===== src/rtl/slave_ctrl_gen.sv =====
// slave_ctrl_gen: bus-slave controller for the SIMD DLX card interface.
// Decodes card select plus base address, latches the register address and
// access type, inserts wait states, then drives an active-low ack of
// programmable length together with a one-cycle register strobe.
module slave_ctrl_gen #(
  parameter int unsigned            AW          = 10,
  parameter int unsigned            BASE_BITS   = 3,
  parameter logic [BASE_BITS-1:0]   BASE        = 3'b111,
  parameter int unsigned            REG_AW      = 5,
  parameter int unsigned            WAIT_CYCLES = 0,
  parameter int unsigned            ACK_LEN     = 1,
  parameter bit                     READ_EN     = 1'b1,
  parameter bit                     WRITE_EN    = 1'b0
) (
  input  logic              CLK,
  input  logic              RESET,
  input  logic              CARD_SEL,
  input  logic [AW-1:0]     AI,
  input  logic              WR_IN_N,
  output logic [REG_AW-1:0] REG_ADDR,
  output logic              SACK_N,
  output logic              REG_RE,
  output logic              REG_WE,
  output logic              BUSY
);

  typedef enum logic [1:0] {IDLE, WAIT, ACK, HOLD} state_t;

  localparam logic [3:0] WAIT_C = 4'(WAIT_CYCLES);
  localparam logic [3:0] ACK_C  = 4'(ACK_LEN);

  state_t              state_q, state_d;
  logic [3:0]          cnt_q, cnt_d;
  logic [REG_AW-1:0]   addr_q, addr_d;
  logic                wr_q, wr_d;      // latched type: 1 = write
  logic                sack_n_q, sack_n_d;
  logic                re_q, re_d;
  logic                we_q, we_d;
  logic                busy_q, busy_d;
  logic                req, allowed;

  // Request decode, next-state and registered-output computation
  always_comb begin
    req      = CARD_SEL && (AI[AW-1 -: BASE_BITS] == BASE);
    allowed  = (WR_IN_N && READ_EN) || (!WR_IN_N && WRITE_EN);
    state_d  = state_q;
    cnt_d    = cnt_q;
    addr_d   = addr_q;
    wr_d     = wr_q;
    re_d     = 1'b0;
    we_d     = 1'b0;
    case (state_q)
      IDLE: begin
        if (req) begin
          if (allowed) begin
            addr_d = AI[REG_AW-1:0];
            wr_d   = !WR_IN_N;
            if (WAIT_C == 4'd0) begin
              state_d = ACK;
              cnt_d   = 4'd1;
              re_d    = WR_IN_N;
              we_d    = !WR_IN_N;
            end else begin
              state_d = WAIT;
              cnt_d   = WAIT_C;
            end
          end else begin
            // Disallowed access: park until the request is released
            state_d = HOLD;
          end
        end
      end
      WAIT: begin
        if (!req) begin
          state_d = IDLE;
          cnt_d   = 4'd0;
        end else if (cnt_q <= 4'd1) begin
          // Countdown reaches zero on this edge; ack counter starts at 1
          state_d = ACK;
          cnt_d   = 4'd1;
          re_d    = !wr_q;
          we_d    = wr_q;
        end else begin
          cnt_d = cnt_q - 4'd1;
        end
      end
      ACK: begin
        if (!req) begin
          state_d = IDLE;
          cnt_d   = 4'd0;
        end else if (cnt_q >= ACK_C) begin
          state_d = HOLD;
          cnt_d   = 4'd0;
        end else begin
          cnt_d = cnt_q + 4'd1;
        end
      end
      HOLD: begin
        if (!req) state_d = IDLE;
      end
      default: begin
        state_d = IDLE;
        cnt_d   = 4'd0;
      end
    endcase
    sack_n_d = (state_d != ACK);
    busy_d   = (state_d != IDLE);
  end

  // State and output registers with synchronous reset
  always_ff @(posedge CLK) begin
    if (RESET) begin
      state_q  <= IDLE;
      cnt_q    <= 4'd0;
      addr_q   <= '0;
      wr_q     <= 1'b0;
      sack_n_q <= 1'b1;
      re_q     <= 1'b0;
      we_q     <= 1'b0;
      busy_q   <= 1'b0;
    end else begin
      state_q  <= state_d;
      cnt_q    <= cnt_d;
      addr_q   <= addr_d;
      wr_q     <= wr_d;
      sack_n_q <= sack_n_d;
      re_q     <= re_d;
      we_q     <= we_d;
      busy_q   <= busy_d;
    end
  end

  assign REG_ADDR = addr_q;
  assign SACK_N   = sack_n_q;
  assign REG_RE   = re_q;
  assign REG_WE   = we_q;
  assign BUSY     = busy_q;

endmodule


===== config.mk =====
export PLATFORM = sky130hd
export DESIGN_NAME = slave_ctrl_gen
export DESIGN_NICKNAME = d
export VERILOG_FILES = /design/src/rtl/slave_ctrl_gen.sv
export SDC_FILE = /design/constraint.sdc
export NUM_CORES = 1
export LEC_CHECK = 0
export CAP_MARGIN = 10
export CORE_UTILIZATION = 42
export CTS_CLUSTER_DIAMETER = 100
export DETAILED_ROUTE_END_ITERATION = 8
export GPL_ROUTABILITY_DRIVEN = 0
export PLACE_DENSITY = 0.74
export REMOVE_ABC_BUFFERS = 1
export SLEW_MARGIN = 20
export SYNTH_ARGS = -nofsm -noshare
export SYNTH_HDL_FRONTEND = slang
export SYNTH_SLANG_ARGS = --single-unit

===== constraint.sdc =====
create_clock -name CLK -period 1.84 [get_ports CLK]
set_input_delay 0.184 -clock CLK [delete_from_list [all_inputs] [get_ports CLK]]
set_output_delay 0.184 -clock CLK [all_outputs]
set_load 0.02 [all_outputs]

# After elaboration in Yosys (flattened, before gate mapping)

Cells that the tools add are included.

Bits of input ports: 14
Output and inout bits: 9
Register bits after elaboration: 16
Word-level logic and storage cells: 52

$add $sub $neg: 2
Reduce and logical (&&, ||, !) cells: 8
Equal/unequal tests: 7
Muxes and demuxes: 25
Order comparisons: 2

Operator list:

| operator              | count |
|---|---|
| $mux W4               | 6 |
| $mux W2               | 6 |
| $pmux W4 S3           | 1 |
| $mux W1               | 9 |
| $pmux W2 S4           | 1 |
| $ne A2 B2 Y1 const B  | 3 |
| $reduce_and A3 Y1     | 2 |
| $add A4 B1 Y4 const B | 1 |
| $eq A2 B2 Y1 const B  | 2 |
| $ge A4 B1 Y1 const B  | 1 |
| $le A4 B1 Y1 const B  | 1 |
| $pmux W1 S2           | 2 |
| $sub A4 B1 Y4 const B | 1 |
| $eq A3 B3 Y1 const B  | 1 |
| $reduce_bool A3 Y1    | 1 |
| $eq A2 B1 Y1 const B  | 1 |
| $logic_not A1 Y1      | 2 |
| $logic_not A2 Y1      | 1 |
| $reduce_bool A2 Y1    | 1 |
| $logic_and A1 B1 Y1   | 1 |

# Logic depth before layout (Yosys ltp)

Gate-level depths: netlist of the first run.

Word-level depth: 5
Gate-level depth with buffers: 6
Mapped depth without buffers: 6

# Worst setup path before layout of the first run

Ideal clock, no wire load.

Path type: reg-to-reg
Start: register state_q[0]
End: register cnt_q[3]
Path buffers: 0
Required time: 1.783 ns
Cell stages (with the launch flop): 7
Path slack: 0.036 ns
Data arrival time: 1.746 ns
Clock period less this slack: 1.804 ns
Library setup time: 0.057 ns
Cells stage by stage: dfxtp_1 inv_1 ha_1 nor2b_1 or4_4 o32ai_1 a21o_1

Word-level cells in the longest chain between the ends: 3
Elaborated cells between the ends (all ways): 8
Classes of those cells: 4 x eq/ne; 1 x mux; 3 x reduce/logical

Ends and longest elaborated chain:

| item                                                         | RTL line | source |
|---|---|---|
| start: declaration                                           | 32       | `state_t state_q, state_d;` |
| start signal: assignment                                     | 122      | `state_q <= state_d;` |
| $eq A2 B2 Y1 (tied with other cells)                         | 52       | `case (state_q)` |
| $reduce_bool A3 Y1 (no line) or $ne A2 B2 Y1 (tied branches) | --       |  |
| $reduce_and A3 Y1 (no line)                                  | --       |  |
| end signal: assignment                                       | 123      | `cnt_q <= cnt_d;` |
| end: declaration                                             | 33       | `logic [3:0] cnt_q, cnt_d;` |

Parallel ways exist; a longest one is shown, timed or not.
A chain may end at the register's enable or synchronous reset.

# Worst setup path after layout of the first run

Ends and elaborated chain as after synthesis.

==> impl_metrics.yaml, run 1 <==
worst_setup_path:
  critPathKind: "reg2reg"
  cp-start-kind: "register"
  end_kind: "register"
  cp.required_ns: 2.09
  crit_arrival_ns: 2.02
  cp_max_fo: 3
hold_path:
  hold_class: "reg2reg"
synth:
  synth_top_area_share_pct: 37.4
  netlist_area_um2: 856
  ys_top_cells_by_area: "dfxtp_1 37%, ha_1 12%, mux2i_1 7.0%, nor2_1 5.7%, inv_1 3.9%"
  synth_area_per_cell_um2: 9.01
  synth-seq-cells: 16
  synthFlopType: "dfxtp_1"
  synth_commonest_cells: "16 x dfxtp_1, 13 x nor2_1, 9 x inv_1"
  ys_async_sr_fraction_pct: 0
  yosys_warnings: 0
  synth_enable_flop_cells: 0
  ys_types: 30
  synthCells: 95
  ys_seq_area_share_pct: 37.4
  yosys.area.top_type: "dfxtp_1"
  yosysMostFrequentCell: "dfxtp_1"
power:
  vdd_drop_max_v: 0.000374
  seq_power_share_pct: 50.0
  pwr-share-clk_pct: 33.9
  leakage_uw: 0.000517
  intPower_uw: 534
  switching_share_pct: 24.7
  p_comb_share_pct: 16.1
  power.total_uw: 709
  switching_power_uw: 175
  powerDensity_mw_per_mm2: 572
sta:
  finClkSkew_ns: 0.00226
  hold_ws_ns: 0.439
  worstMarginPinSlew_ns: 0.389
  period_needed_ns: 1.77
  period_share_pct: 96.4
  setup_viol: 0
  worst_slack_ns: 0.0655
  slew_headroom_pct: 73.8
  hold_viol: 0
  fmax_mhz: 564
  fin_setup_tns_ns: 0
  slew_violations: 0
clock_tree:
  cts_buffer_depth: 2
  cts_tree: "yes"
  post_cts_buffers: 0
  cts_hold_buf: 0
  clock-sinks: 16
  cts_root_buffer: "clkbuf_4"
  cts_made_buffers: 3
  insertion_delay_ns: 0.30
  htreeDepth: 1
  clk_pin_slew_ns: 0.10
floorplan:
  die_h_um: 47.1
  rows: 15
  die_w_um: 47.1
  ios: 23
  die-area_mm2: 0.00222
  core_region_area_mm2: 0.00182
  start_util_pct: 47.0
global_routing:
  grt-ovfl-total: 0
  antenna_found_initial: 0
  grt_max_degree: 16
  grt_pass1_wl_um: 3130
  grt_pass1_vias: 701
  grt_usage_pct: 21.1
place:
  place_ws_ns: -0.0419
  port_buffers: 20
  place_hpwl_um: 1580
finish:
  seqCellArea_um2: 322
  nNetsFinal: 154
  fill_cells: 151
  drive_gt1_share_pct: 18.3
  diodes: 0
  area_delta_synth_final_pct: 45.0
  multiInputGateArea_um2: 520
route:
  wl_per_cell_um: 13.2
  ant_nets: 0
  wl_met3_um: 91
  num_vias: 812
  first_pass_iters: 4
  met2_length_um: 982
  dr.first_iter.drc_count: 23
  totalWireLength_um: 2060
  wl_met1_um: 949
  drcViolationCount: 0
  topRoutingLayerUsed: "met4"
  vias_per_cell: 5.21
status:
  status: "completed"
run:
  drv_cap: 0
## final cells by class
type                            instances  share of cell area, %
Inverter                                9                   2.72
Multi-Input combinational cell         69                   41.9
Timing Repair Buffer                   33                   24.0
Sequential cell                        16                   25.9
Tap cell                               25                   2.52
Clock buffer                            4                   2.92
## registers in the layout, summed over array words and instances, names as in the netlist
name	flops
REG_ADDR	5
SACK_N	1
cnt_q	4
state_q	2
REG_RE	1
REG_WE	1
BUSY	1
wr_q	1
## routing by layer
layer	up-vias	track usage, %
met3	5	4.62
met2	19	33.1
met4	0	10.3
met1	372	27.3
met5	-	0
li1	416	-
## worst paths after layout
path | slack, ns | startpoint | endpoint | cells past startpoint
setup / recovery | 0.07 | state_q[0] | cnt_q[3] | 6
hold / removal | 0.44 | wr_q | REG_WE | 2
setup reg to reg | 0.07 | state_q[0] | cnt_q[3] | 6
hold reg to reg | 0.44 | wr_q | REG_WE | 2
## worst max-delay path, cell delays in order, from the launching register on
cell and delay (ns):
dfxtp_1 0.36, inv_1 0.07, ha_1 0.21, nor2b_1 0.15, or4_4 0.48, o32ai_1 0.31
a21o_1 0.16
## kinds of logic after synthesis
kind of cell    Yosys count  synth area share (%)
simple gates             38                  25.0
buf+inv                  10                  4.39
fa+ha+maj                 8                  11.7
flops                    16                  37.4
compound gates           17                  14.5
mux                       6                  7.02
## power groups by stage
stage	Sequential, µW	Combinational [µW]	Clock, µW
after floorplan	368	39.9	0
after global placement	363	105	0
after detailed placement	363	107	0
after CTS	355	108	245
after global routing	356	124	268
final	355	114	240
## stage by stage
step / instance area, µm² / std cells / util [%]
floorplan: 852 / 94 / -
global route: 1240 / 156 / 68.2
global placement: 1180 / 152 / 64.9
CTS: 1220 / 156 / 67.3
detailed placement: 1180 / 152 / 64.9
finish: 1240 / 156 / 68.2
## repair_timing
item / 4_1_cts / 5_1_grt
endpoints found under the setup margin: 1 / 2
pin swaps: 0 / 1
resized for setup: 1 / 5
## cell usage in the layout (no fill, tap or decap), drive strengths merged, types with 2 or more instances in the layout
master         netlist  final
a211oi               2      2
buf                  0     13
clkbuf               1      4
clkdlybuf4s50        0     20
dfxtp               16     16
ha                   8      8
inv                  9      9
mux2i                6      6
nand2                4      4
nand2b               3      3
nand3                2      2
nor2                13     13
nor3                 6      6
nor4                 3      3
nor4b                2      2
o21ai                3      3
o31ai                2      2
Note: power is estimated with default switching activity, not from simulation.
==> run 2, diff against run 1 <==
--- a/config.mk
+++ b/config.mk
@@ -6,11 +6,13 @@
 export NUM_CORES = 1
 export LEC_CHECK = 0
 export CAP_MARGIN = 10
-export CORE_UTILIZATION = 42
+export CELL_PAD_IN_SITES_DETAIL_PLACEMENT = 0
+export CELL_PAD_IN_SITES_GLOBAL_PLACEMENT = 2
+export CORE_UTILIZATION = 25
 export CTS_CLUSTER_DIAMETER = 100
 export DETAILED_ROUTE_END_ITERATION = 8
 export GPL_ROUTABILITY_DRIVEN = 0
-export PLACE_DENSITY = 0.74
+export PLACE_DENSITY_LB_ADDON = 0.1
 export REMOVE_ABC_BUFFERS = 1
 export SLEW_MARGIN = 20
 export SYNTH_ARGS = -nofsm -noshare
==> run 2 against run 1 <==
  * Final cell count is 16% higher
  * Non-clock buffer count is 6 higher
  * Setup slack better by 0.035 ns
  * Die area is 65% higher
  * Count of clock-buffer cells in the layout stayed put
  * Clock power is 2% higher
  * Flip-flop and latch count stayed put
  * Cell area is 6.2% higher
  * Critical path depth stayed put
  * Critical path type unchanged
  * Largest cell class unchanged
==> impl_metrics.yaml, run 2 (same netlist as run 1, synthesis figures left out) <==
worst_setup_path:
  critPathKind: "reg2reg"
  cpPeakStageDelay_ns: 0.43
  ff2ff_setup_slack_ns: 0.10
  rr_endpoint: "cnt_q[3]"
  r2r_start: "state_q[0]"
  end_kind: "register"
  startpoint: "state_q[0]"
  cp-start-kind: "register"
  rr_worst_depth: 6
  cp_max_fo: 4
  critPathSlowestCell: "or4_4"
  cp.required_ns: 2.08
  crit_path_cell_trace: "buf_4 -> ha_1 -> nand2b_1 -> or4_4 -> o32ai_1 -> a21o_1"
  crit_arrival_ns: 1.98
hold_path:
  hold_class: "reg2reg"
  min_from: "wr_q"
  holdPathEnd: "REG_WE"
  hold_depth: 2
route:
  drcViolationCount: 0
  dr.first_iter.drc_count: 5
  num_vias: 850
  totalWireLength_um: 2140
  wl_per_cell_um: 11.8
  ant_nets: 0
  vias_per_cell: 4.70
  first_pass_iters: 4
global_routing:
  grt-ovfl-total: 0
  grt_pass1_wl_um: 3590
  grt_max_degree: 16
  antenna_found_initial: 0
  grt_pass1_vias: 816
  grt_usage_pct: 13.5
finish:
  area_delta_synth_final_pct: 54.1
  layout_commonest_cell: "clkdlybuf4s50_1"
  final_cell_mix: "20 x clkdlybuf4s50_1, 19 x buf_4, 15 x dfxtp_1"
  drive_gt1_share_pct: 23.4
  finish.cell_count_without_fillers: 181
  diodes: 0
  nNetsFinal: 160
  largest_reg_flops: 5
floorplan:
  ios: 23
  start_util_pct: 27.1
  die_w_um: 60.5
  die_h_um: 60.5
  core_region_area_mm2: 0.00315
  die-area_mm2: 0.00366
  rows: 20
sta:
  period_needed_ns: 1.74
  period_share_pct: 94.5
  worstMarginPinSlew_ns: 0.357
  fmax_mhz: 575
  slew_violations: 0
  hold_viol: 0
  slew_headroom_pct: 76.0
  setup_viol: 0
  finClkSkew_ns: 0.00632
  hold_ws_ns: 0.442
clock_tree:
  cts_buffer_depth: 2
  cts_hold_buf: 0
  insertion_delay_ns: 0.29
  cts_tree: "yes"
  clk_pin_slew_ns: 0.11
  clock-sinks: 16
  cts_root_buffer: "clkbuf_4"
  htreeDepth: 1
  post_cts_buffers: 0
  cts_made_buffers: 3
status:
  status: "completed"
place:
  port_buffers: 20
  dp.cells: 177
  place_hpwl_um: 1640
power:
  powerDensity_mw_per_mm2: 546
  leakage_uw: 0.000548
  vdd_drop_max_v: 0.000437
  power.total_uw: 720
run:
  drv_cap: 0
-- run 2: timing repair --
action,CTS,global route
endpoints found under the setup margin,1,5
gates cloned,0,0
pin swaps,0,1
resized for setup,1,6
-- run 2: how the worst max path moves through the flow --
stage / end / cells past startpoint
finish: cnt_q[3] / 6
CTS: BUSY / 6
floorplan: cnt_q[3] / 6
global placement: BUSY / 7
global route: BUSY / 7
detailed placement: BUSY / 7
-- run 2: routing by layer --
layer / wire, µm / track usage, %
met4: 19 / 4.22
met2: 1040 / 24.8
met5: 0 / 0
met3: 114 / 4.05
met1: 961 / 14.9
-- run 2: power by group --
group	total (µW)	internal [µW]	leakage [µW]	switching [µW]
clock network	244	121	0.0000210	123
logic	122	67.1	0.000397	54.6
registers	355	352	0.000130	3.09
-- run 2: area by class of cell --
cell class	count	area [µm²]
Timing Repair Buffer	39	343
Multi-Input combinational cell	69	529
Inverter	9	33.8
Clock buffer	4	36.3
Tap cell	44	55.1
Sequential cell	16	322
Fill cell	338	1830
-- run 2: through the flow --
stage	setup TNS [ns]	setup slack, ns	cell area, µm²	utilization (%)
floorplan	0	0.0364	852	-
global placement	0	0.00505	1250	39.6
detailed placement	-0.0645	-0.0645	1250	39.6
CTS	0	0.0449	1290	41.0
global route	-0.00615	-0.00615	1320	41.8
finish	0	0.101	1320	41.8
-- run 2: worst max-delay path: cells and delay by family, from the launching register on --
kind	cells	cell delay, ns
adder cells (fa/ha/maj)	1	0.21
buffers and inverters	1	0.15
flip-flops	1	0.34
AND/OR/NAND/NOR	2	0.59
AO/OA/AOI/OAI	2	0.42
